==> src/rtl/keypad_matrix_scanner.sv <==
// -----------------------------------------------------------------------------
// keypad_matrix_scanner
//
// Scans a 4x4 active-low matrix keypad one column at a time, debounces both
// press and release, and reports the accepted key as a 4-bit code
// {row_idx, col_idx}. The IsPressed / keyboard_data pair feeds the LED and LCD
// display blocks.
//
// Ports:
//   clk           in   system clock
//   sys_rst_n     in   asynchronous active-low reset
//   row[3:0]      in   keypad rows (pulled up, low = key closed in driven column)
//   col[3:0]      out  column drive, active-low one-cold
//   IsPressed     out  high while a debounced key is held
//   keyboard_data out  code of the last accepted key, {row_idx, col_idx}
//   key_valid     out  one-cycle pulse on key acceptance
//                      (present only when KEYPAD_PRESS_PULSE_EN is defined)
//
// Optional feature macro: KEYPAD_PRESS_PULSE_EN
// -----------------------------------------------------------------------------
module keypad_matrix_scanner #(
    parameter int SCAN_DIV       = 27000,
    parameter int DEBOUNCE_TICKS = 20
) (
    input  logic       clk,
    input  logic       sys_rst_n,
    input  logic [3:0] row,
    output logic [3:0] col,
    output logic       IsPressed,
    output logic [3:0] keyboard_data
`ifdef KEYPAD_PRESS_PULSE_EN
    ,
    output logic       key_valid
`endif
);

    localparam int TW = (SCAN_DIV > 1) ? $clog2(SCAN_DIV) : 1;
    localparam int DW = (DEBOUNCE_TICKS > 1) ? $clog2(DEBOUNCE_TICKS) : 1;
    localparam logic [TW-1:0] TICK_LAST = TW'(SCAN_DIV - 1);
    localparam logic [DW-1:0] DEB_LAST  = DW'(DEBOUNCE_TICKS - 1);

    typedef enum logic [1:0] {
        ST_SCAN     = 2'd0,
        ST_DEBOUNCE = 2'd1,
        ST_HOLD     = 2'd2,
        ST_RELEASE  = 2'd3
    } state_e;

    // Active-low one-cold column drive for a column index.
    function automatic logic [3:0] col_drive(input logic [1:0] idx);
        col_drive = ~(4'b0001 << idx);
    endfunction

    // Index of the lowest-numbered low row; only called when some row is low.
    function automatic logic [1:0] lowest_low(input logic [3:0] r);
        if (!r[0]) begin
            lowest_low = 2'd0;
        end else if (!r[1]) begin
            lowest_low = 2'd1;
        end else if (!r[2]) begin
            lowest_low = 2'd2;
        end else begin
            lowest_low = 2'd3;
        end
    endfunction

    logic [3:0]    row_meta_q;
    logic [3:0]    row_sync_q;
    logic [TW-1:0] tick_cnt_q;
    logic [TW-1:0] tick_cnt_d;
    logic          tick_s;
    logic          row_low_s;
    state_e        state_q;
    logic [1:0]    col_idx_q;
    logic [1:0]    row_idx_q;
    logic [DW-1:0] deb_cnt_q;
    logic [3:0]    col_q;
    logic          pressed_q;
    logic [3:0]    kdata_q;
`ifdef KEYPAD_PRESS_PULSE_EN
    logic          key_valid_q;
`endif

    // Scan tick generation and captured-row status.
    always_comb begin
        tick_s    = (tick_cnt_q == TICK_LAST);
        row_low_s = ~row_sync_q[row_idx_q];
        if (tick_s) begin
            tick_cnt_d = '0;
        end else begin
            tick_cnt_d = tick_cnt_q + TW'(1);
        end
    end

    // Two-flop row synchronizer and free-running tick counter.
    always_ff @(posedge clk or negedge sys_rst_n) begin
        if (!sys_rst_n) begin
            row_meta_q <= 4'b1111;
            row_sync_q <= 4'b1111;
            tick_cnt_q <= '0;
        end else begin
            row_meta_q <= row;
            row_sync_q <= row_meta_q;
            tick_cnt_q <= tick_cnt_d;
        end
    end

    // Scan / debounce / hold / release state machine with registered outputs.
    always_ff @(posedge clk or negedge sys_rst_n) begin
        if (!sys_rst_n) begin
            state_q     <= ST_SCAN;
            col_idx_q   <= 2'd0;
            row_idx_q   <= 2'd0;
            deb_cnt_q   <= '0;
            col_q       <= 4'b1110;
            pressed_q   <= 1'b0;
            kdata_q     <= 4'h0;
`ifdef KEYPAD_PRESS_PULSE_EN
            key_valid_q <= 1'b0;
`endif
        end else begin
`ifdef KEYPAD_PRESS_PULSE_EN
            key_valid_q <= 1'b0;
`endif
            if (tick_s) begin
                case (state_q)
                    ST_SCAN: begin
                        if (row_sync_q == 4'hF) begin
                            col_idx_q <= col_idx_q + 2'd1;
                            col_q     <= col_drive(col_idx_q + 2'd1);
                        end else begin
                            // Column stays frozen so the same key keeps being sampled.
                            row_idx_q <= lowest_low(row_sync_q);
                            deb_cnt_q <= '0;
                            state_q   <= ST_DEBOUNCE;
                        end
                    end
                    ST_DEBOUNCE: begin
                        if (row_low_s) begin
                            if (deb_cnt_q == DEB_LAST) begin
                                kdata_q     <= {row_idx_q, col_idx_q};
                                pressed_q   <= 1'b1;
`ifdef KEYPAD_PRESS_PULSE_EN
                                key_valid_q <= 1'b1;
`endif
                                state_q     <= ST_HOLD;
                            end else begin
                                deb_cnt_q <= deb_cnt_q + DW'(1);
                            end
                        end else begin
                            // Glitch: drop it and move on to the next column.
                            col_idx_q <= col_idx_q + 2'd1;
                            col_q     <= col_drive(col_idx_q + 2'd1);
                            state_q   <= ST_SCAN;
                        end
                    end
                    ST_HOLD: begin
                        if (!row_low_s) begin
                            deb_cnt_q <= '0;
                            state_q   <= ST_RELEASE;
                        end else begin
                            state_q <= ST_HOLD;
                        end
                    end
                    ST_RELEASE: begin
                        if (!row_low_s) begin
                            if (deb_cnt_q == DEB_LAST) begin
                                pressed_q <= 1'b0;
                                col_idx_q <= col_idx_q + 2'd1;
                                col_q     <= col_drive(col_idx_q + 2'd1);
                                state_q   <= ST_SCAN;
                            end else begin
                                deb_cnt_q <= deb_cnt_q + DW'(1);
                            end
                        end else begin
                            // Release bounce: key still considered held.
                            state_q <= ST_HOLD;
                        end
                    end
                    default: begin
                        state_q <= ST_SCAN;
                    end
                endcase
            end
        end
    end

    assign col           = col_q;
    assign IsPressed     = pressed_q;
    assign keyboard_data = kdata_q;
`ifdef KEYPAD_PRESS_PULSE_EN
    assign key_valid     = key_valid_q;
`endif

endmodule

==> config.mk <==
export PLATFORM = sky130hd
export DESIGN_NAME = keypad_matrix_scanner
export DESIGN_NICKNAME = d
export VERILOG_FILES = /design/src/rtl/keypad_matrix_scanner.sv
export SDC_FILE = /design/constraint.sdc
export NUM_CORES = 1
export LEC_CHECK = 0
export ABC_AREA = 1
export CAP_MARGIN = 20
export CORE_MARGIN = 5
export CORE_UTILIZATION = 40
export DETAILED_ROUTE_END_ITERATION = 7
export SYNTH_ARGS = -nofsm -noshare
export SYNTH_HDL_FRONTEND = slang
export SYNTH_SLANG_ARGS = --single-unit
==> constraint.sdc <==
create_clock -name clk -period 2.6 [get_ports clk]
set_clock_uncertainty 0.15 [all_clocks]
set_input_delay 0.52 -clock clk [delete_from_list [all_inputs] [get_ports clk]]
set_output_delay 0.52 -clock clk [all_outputs]
set_load 0.01 [all_outputs]
# ---- After elaboration in Yosys (flattened, before gate mapping)
# Cells that the tools add are included.
# W data, S select, Z words.
dict set report classes {
  add_sub_neg 3
  n_bitwise 3
  magnitude_cmp 1
  shifts 1
  n_mux 34
  eq_ne 16
  n_reduce_logical 9
}
# operator count
set op_table {}
lappend op_table {{$mux W5} 5}
lappend op_table {{$mux W2} 11}
lappend op_table {{$pmux W5 S4} 1}
lappend op_table {{$mux W4} 4}
lappend op_table {{$ne A2 B2 Y1 const B} 8}
lappend op_table {{$add A15 B1 Y15 const B} 1}
lappend op_table {{$eq A15 B15 Y1 const B} 1}
lappend op_table {{$mux W15} 1}
lappend op_table {{$pmux W4 S3} 1}
lappend op_table {{$reduce_and A6 Y1} 2}
lappend op_table {{$pmux W2 S4} 1}
lappend op_table {{$reduce_and A4 Y1} 2}
lappend op_table {{$mux W1} 7}
lappend op_table {{$ne A3 B3 Y1 const B} 2}
lappend op_table {{$pmux W2 S3} 1}
lappend op_table {{$add A5 B1 Y5 const B} 1}
lappend op_table {{$eq A5 B5 Y1 const B} 1}
lappend op_table {{$reduce_and A5 Y1} 1}
lappend op_table {{$eq A2 B2 Y1 const B} 2}
lappend op_table {{$eq A4 B4 Y1 const B} 1}
lappend op_table {{$not A4 Y4} 1}
lappend op_table {{$shl A1 B2 Y4 const A} 1}
lappend op_table {{$lt A2 B3 Y1 const B} 1}
lappend op_table {{$reduce_and A3 Y1} 1}
lappend op_table {{8 further kinds} 9}
dict set report totals {
  reg_bits 43
  inputBits 6
}

# ---- Depth between registers and ports, before layout
# Gate-level depths: netlist (run 1).
dict set report depth {
  ltp_word 6
  mapped_depth 11
}

# ---- Least setup slack after synthesis (run 1)
# Ideal clock, no wire load.
dict set report synth_path {
  path_kind {flip-flop to flip-flop}
  startpoint {reg deb_cnt_q[0]}
  endpoint {reg deb_cnt_q[2]}
  path_buffers 0
  path_slack_ns 1.047
  path_stages_with_launch 12
  arrival_ns 1.287
  synth_period_minus_slack_ns 1.553
  setup_ns 0.117
  cell_sequence {dfrtp_1 ha_1 nand2_1 inv_1 nand2_2 nor2_1 inv_1 nand2_2 nor2_4 nand2_2 nand2_1 nand2_1}
}
dict set report synth_between {
  elab_chain_cells 4
  word_cells_on_any_way 6
}
# element line
set synth_rtl {}
lappend synth_rtl {{start, declared} 76} ;# logic [DW-1:0] deb_cnt_q;
lappend synth_rtl {{start signal, assigned} 148} ;# deb_cnt_q <= deb_cnt_q + DW'(1);
lappend synth_rtl {{start signal, assigned} 173} ;# deb_cnt_q <= deb_cnt_q + DW'(1);
lappend synth_rtl {{$add A5 B1 Y5 / $eq A5 B5 Y1 (equally long branches)} n/a}
lappend synth_rtl {{$mux W5 *} {140, 167}}
lappend synth_rtl {{$mux W5, on equally long branches} {166, 139}}
lappend synth_rtl {{$pmux W5 S4 *} 126} ;# case (state_q)
# Every way passes the cells marked *; elsewhere a longest branch is shown, timed or not. The select of a mux whose other input is x is not followed.
# A chain may end at the register's enable or synchronous reset.

# ---- Worst setup path after layout (run 1)
dict set report layout_path {
  startpoint {reg col_q[2] (netlist: col[2])}
  endpoint {out col[2]}
}
# element line
set layout_lines {}
lappend layout_lines {{start, declared} 77} ;# logic [3:0] col_q;
lappend layout_lines {{start signal, assigned} 130} ;# col_q <= col_drive(col_idx_q + 2'd1);
lappend layout_lines {{start signal, assigned} 153} ;# col_q <= col_drive(col_idx_q + 2'd1);
lappend layout_lines {{start signal, assigned} 170} ;# col_q <= col_drive(col_idx_q + 2'd1);
lappend layout_lines {{end, declared} 28} ;# output logic [3:0] col,
# No word-level cell between the ends.

==> run metrics, run 1 <==
outcome=completed; Yosys top cell area share=35.3%; ANT nets after route=0; Final Hold Viols=0; final period utilization=77.9%; Gate Count Post-Synth=271; max-slew violations=0; CTS Buf Count=5; worst IR drop on VDD=0.207 mV; CTS tree=done; DPL Wire Length=3.01 mm; most frequent cell after synthesis=nand2_1; Final GP Congestion=0.835; die area=7280 sq um; I/O pin cnt=15; Worst Reg-to-Reg Cells=11; Synth warnings=0; Critical Path Fanout Max=2; Post-CTS Resized=0; Synth area leader=dfrtp_1; Worst R2R Start=deb_cnt_q[0]; synthesized cell area=2270 sq um; CP peak stage delay=0.53 ns; Netlist cell types=29; reg2reg setup slack=0.89 ns; max-cap violation count=0; 1st-iter DRT viols=38; Remaining Overflow, GRT=0; Area Growth Syn to Fin=15.4%; layout cell share with drive strength beyond 1=20.5%; Finished Cell Area=2620 sq um; post-layout utilization of the core=47.6%; Core ar.=5510 sq um; dpl cell area=2490 sq um; vias in the first global route=1715; synth cell count leaders=65 x nand2_1, 34 x nor2_1, 32 x dfrtp_1; largest cells by area after synthesis=dfrtp_1 35%, dfstp_2 13%, nand2_1 11%; nets=303; power density cells=510 nW/um^2; drt pass-1 iters=4; prevailing post-synth register cell=dfrtp_1; largest delay contributor family on the critical path=flip-flops; Post-synth EDFFs=0; clock tree buffer depth=2; drt total wl=4.14 mm; Crit-path slowest cell=dfstp_2; postcts setup bufs=0; Vert. Die Dim=85.3 um; crit end category=primary output; Slew @ Worst Pin=0.528 ns; antenna diode count=0; Hold Path Class=input port to asynchronous set/reset pin; port bufs=14; Die Wd=85.3 um; Async SR Flop Fraction=100%; RSZ-0062 raised after global routing=false; Setup violations, final=0; maximum number of pins on one net before global-route repair=44; routed vias=1721; post-synthesis register bit count=43; gr usage total=12.8%; antenna violations before repair=0; first-pass GRT wire length=7.52 mm; CP Class=flop to primary output; Starting Density=41.2%; relative slew slack=64.8%; Net Count, Synth=283; r2r endpoint=deb_cnt_q[1]; fmax=493 MHz; clk_lat worst skew=0.30 ns; synthesized area per cell=8.38 sq um; type of origin of the critical path=flop; # H-tree levels=2; CTS root buf=clkbuf_8; FILL cells=554; post-synthesis sequential area ratio=48.0%; CP Data Required Time=1.93 ns; drt drc=0; P_leak=1.22 nW; clock net sink count=43; Vias/cell=4.73; clock-pin slew on the worst setup and hold paths=0.08 ns; CP arrival=1.36 ns; worst path bufs/invs=1; Final min period=2.03 ns; # hold bufs at CTS=0; cells along the critical path=clkdlybuf4s50_1; setup TNS=0 ns; Rows=27; WL/cell=11.4 um
logic make-up (layout without fill, tap and decap cells):
group / Yosys count / after routing / synth area share, %
compound gates: 21 / 21 / 5.95
xor+xnor: 8 / 8 / 3.09
fa+ha+maj: 6 / 6 / 3.31
buf+inv: 34 / 55 / 6.01
flops: 43 / 43 / 48.0
simple gates: 159 / 159 / 33.6
worst register-to-register path, stage by stage, from the launching register on:
cell and delay [ns]:
dfrtp_1 0.41, ha_1 0.25, nand2_1 0.07, inv_1 0.04, nand2_2 0.10, nor2_1 0.08, inv_1 0.07, nand2_2 0.06
nor2_4 0.15, nand2_2 0.11, nand2_1 0.07, nand2_1 0.05
power breakdown:
| group | switching (mW) | internal [mW] | total, mW |
|---|---|---|---|
| clock | 0.235 | 0.384 | 0.619 |
| sequential | 0.00313 | 0.680 | 0.683 |
| combinational | 0.0221 | 0.0108 | 0.0329 |
| total | 0.260 | 1.07 | 1.33 |
layout by cell type, fill, tap and decap left out, drive strengths merged:
master / n
a21oi: 6
nand4: 7
a31o: 1
clkbuf: 6
clkdlybuf4s50: 13
buf: 2
nor3: 4
xor2: 7
nand3b: 2
dfstp: 11
ha: 6
dfrtp: 32
o21ai: 14
inv: 31
xnor2: 1
nand2: 77
nor2: 42
clkinv: 1
nand3: 27
bufinv: 2
state kept, by name, summed over array words and instances (netlist names), 2 cells and up, named ones only:
signal / flops
tick_cnt_q: 15
deb_cnt_q: 5
col: 4
keyboard_data: 4
row_meta_q: 4
row_sync_q: 4
col_idx_q: 2
row_idx_q: 2
final cells by class:
type                    instances  area (sq um)  area share [%]
multi-input cells             194          1040            39.8
clock inverters                 2          60.1            2.29
clock buffers                   6          72.6            2.77
well taps                      72          90.1            3.44
repair buffers                 15           143            5.45
flip-flops and latches         43          1090            41.6
inverters                      32           120            4.59
stage by stage:
stage	setup WS, ns	hold slack (ns)	power, mW	cells
after CTS	0.554	0.147	1.36	364
final	0.574	0.120	1.33	364
after floorplan	1.05	0.0744	0.707	271
after global routing	0.526	0.187	1.38	364
after detailed placement	0.895	0.198	0.730	356
after global placement	0.896	0.196	0.730	356
per-layer routing:
metal | up-vias | global-route usage [%] | wire [um]
met3 | 6 | 3.30 | 166
met5 | - | 0 | 0
met1 | 787 | 15.9 | 2000
met4 | 0 | 5.18 | 78
met2 | 27 | 21.2 | 1900
li1 | 901 | - | -
how the worst max path moves through the flow:
| stage | to | slack, ns | depth (start not counted) | startpoint |
|---|---|---|---|---|
| after floorplan | deb_cnt_q[2] | 1.05 | 11 | deb_cnt_q[0] |
| after global placement | deb_cnt_q[0] | 0.90 | 11 | deb_cnt_q[0] |
| after detailed placement | col[2] | 0.89 | 1 | col[2] |
| after CTS | col[2] | 0.55 | 1 | col[2] |
| after global routing | col[2] | 0.53 | 1 | col[2] |
| final | col[2] | 0.57 | 1 | col[2] |
(Power assumes the default switching activity.)
==> run 2, diff against run 1 <==
Clock period 2.6 ns to 1.9 ns, I/O delays scaled along.
==> run 2 against run 1 <==
  * Combinational power is 53% higher
  * Critical path depth stayed put
  * Design area is 0.72% higher
  * Wire length is 0.89% lower
  * Worst hold slack better by 0.085 ns
  * Sequential cell count stayed put
  * Clock power is 18% higher
==> run metrics, run 2 (synthesis results as in run 1) <==
crit end category=primary output; Core ar.=5510 sq um (unchanged); CTS Buf Count=5 (unchanged); max reg flops=15 (unchanged); CP arrival=1.23 ns (-0.13 ns); clock tree buffer depth=2 (unchanged); P_leak=1.27 nW (+4.3%); final period utilization=92.7%; dpl cell area=2510 sq um (+0.81%); max-slew violations=0 (unchanged); RSZ-0062 raised after global routing=false; CTS tree=done; type of origin of the critical path=flop; pre-CTS setup slack=0.176 ns (-0.718 ns); gr usage total=12.6% (-0.20 points); CP Data Required Time=1.37 ns (-0.56 ns); CP peak stage delay=0.56 ns (+0.03 ns); most common cell after layout, fill and taps aside=nand2_1; antenna diode count=0 (unchanged); cells along the critical path=clkdlybuf4s50_1; power density cells=651 nW/um^2 (+28%); Finished Cell Area=2640 sq um (+0.72%); Die Wd=85.3 um (unchanged); most frequent cells in the layout=65 x nand2_1, 34 x nor2_1, 32 x dfrtp_1, 23 x nand3_1, 22 x inv_1; maximum number of pins on one net before global-route repair=26 (-41%); CP Class=flop to primary output; worst IR drop on VDD=0.416 mV (+100%); clk_lat worst skew=0.29 ns (about the same); Rows=27 (unchanged); I/O pin cnt=15 (unchanged); Remaining Overflow, GRT=0 (unchanged); max-cap violation count=0 (unchanged); postcts setup bufs=0 (unchanged); Vias/cell=4.78 (+1.2%); drt total wl=4.10 mm (-0.89%); Starting Density=41.2% (unchanged); ANT nets after route=0 (unchanged); Final GP Congestion=0.855 (+2.4%); port bufs=14 (unchanged); Hold Path Class=flop to flop; Hold Slack=0.205 ns (+0.0852 ns); Vert. Die Dim=85.3 um (unchanged); first-pass GRT wire length=7.53 mm (about the same); drt drc=0 (unchanged); CTS root buf=clkbuf_8; Crit-path slowest cell=clkdlybuf4s50_1; clock net sink count=43 (unchanged); die area=7280 sq um (unchanged); outcome=completed; layout cell share with drive strength beyond 1=21.1% (+0.54 points); WL/cell=11.2 um (-1.4%); largest register by flop count=tick_cnt_q; Final min period=1.76 ns; relative slew slack=69.5% (+4.7 points); Final Hold Viols=0 (unchanged); Area Growth Syn to Fin=16.2%; DPL Wire Length=3.12 mm (+3.7%); nets=305 (+0.66%); fmax=568 MHz; drt pass-1 iters=4 (unchanged); antenna violations before repair=0 (unchanged); clock-pin slew on the worst setup and hold paths=0.08 ns (about the same); post-layout utilization of the core=47.9% (+0.34 points); routed vias=1751 (+1.7%); PnR worst setup slack=0.139 ns (-0.435 ns); setup TNS=0 ns (unchanged); worst path bufs/invs=1 (unchanged); Setup violations, final=0 (unchanged); top flop regs=tick_cnt_q x15, deb_cnt_q x5; 1st-iter DRT viols=58 (+53%); vias in the first global route=1686 (-1.7%); Critical Path Fanout Max=2 (unchanged); largest delay contributor family on the critical path=buffers and inverters; Slew @ Worst Pin=0.457 ns (-0.0712 ns); # H-tree levels=2 (unchanged)
-- run 2: changes by cell type in the layout (fill, tap and decap cells not counted), sizes merged --
cell           previous run  this run
buf                       2         3
bufinv                    2         1
clkdlybuf4s50            13        10
clkinv                    1         2
dlygate4sd2               0         1
dlygate4sd3               0         1
dlymetal6s2s              0         2
-- run 2: final cells by class --
type,count,area [sq um]
Sequential cell,43,1090
Fill cell,548,2870
Timing Repair Buffer,17,176
Clock buffer,6,82.6
Clock inverter,2,35.0
Inverter,32,120
Tap cell,72,90.1
Multi-Input combinational cell,194,1040
-- run 2: path summary, 6_finish.rpt --
check	startpoint	to	slack (ns)	cells after the start
setup / recovery	IsPressed	IsPressed	0.14	1
hold / removal	row_meta_q[3]	row_sync_q[3]	0.20	0
setup reg to reg	deb_cnt_q[0]	deb_cnt_q[0]	0.18	11
hold reg to reg	row_meta_q[3]	row_sync_q[3]	0.20	0
max in group asynchronous	sys_rst_n	row_sync_q[2]	0.62	3
min in group asynchronous	sys_rst_n	tick_cnt_q[12]	0.41	2
-- run 2: routing by layer --
metal  GRT usage [%]  up-vias  part of all wire (%)
li1                -      906                     -
met1            16.5      804                    47
met2            20.9       37                    47
met3            2.82        4                   4.9
met4            3.45        0                  0.88
met5               0        -                     0
-- run 2: report_power, final --
group	total, mW	switching, mW	internal (mW)
sequential	0.935	0.00426	0.930
clock	0.733	0.308	0.425
combinational	0.0504	0.0315	0.0189
-- run 2: what timing repair did --
| action | CTS | global route |
|---|---|---|
| resized for setup | 1 | 2 |
| endpoints found under the setup margin | 1 | 2 |
| hold buffers | 1 | 0 |
| hold endpoints to repair | 15 | 0 |
-- run 2: per-stage QoR --
stage               cells  total power, mW
global placement      357             1.00
global route          366             1.79
CTS                   366             1.75
floorplan             271            0.967
detailed placement    357             1.00
finish                366             1.72
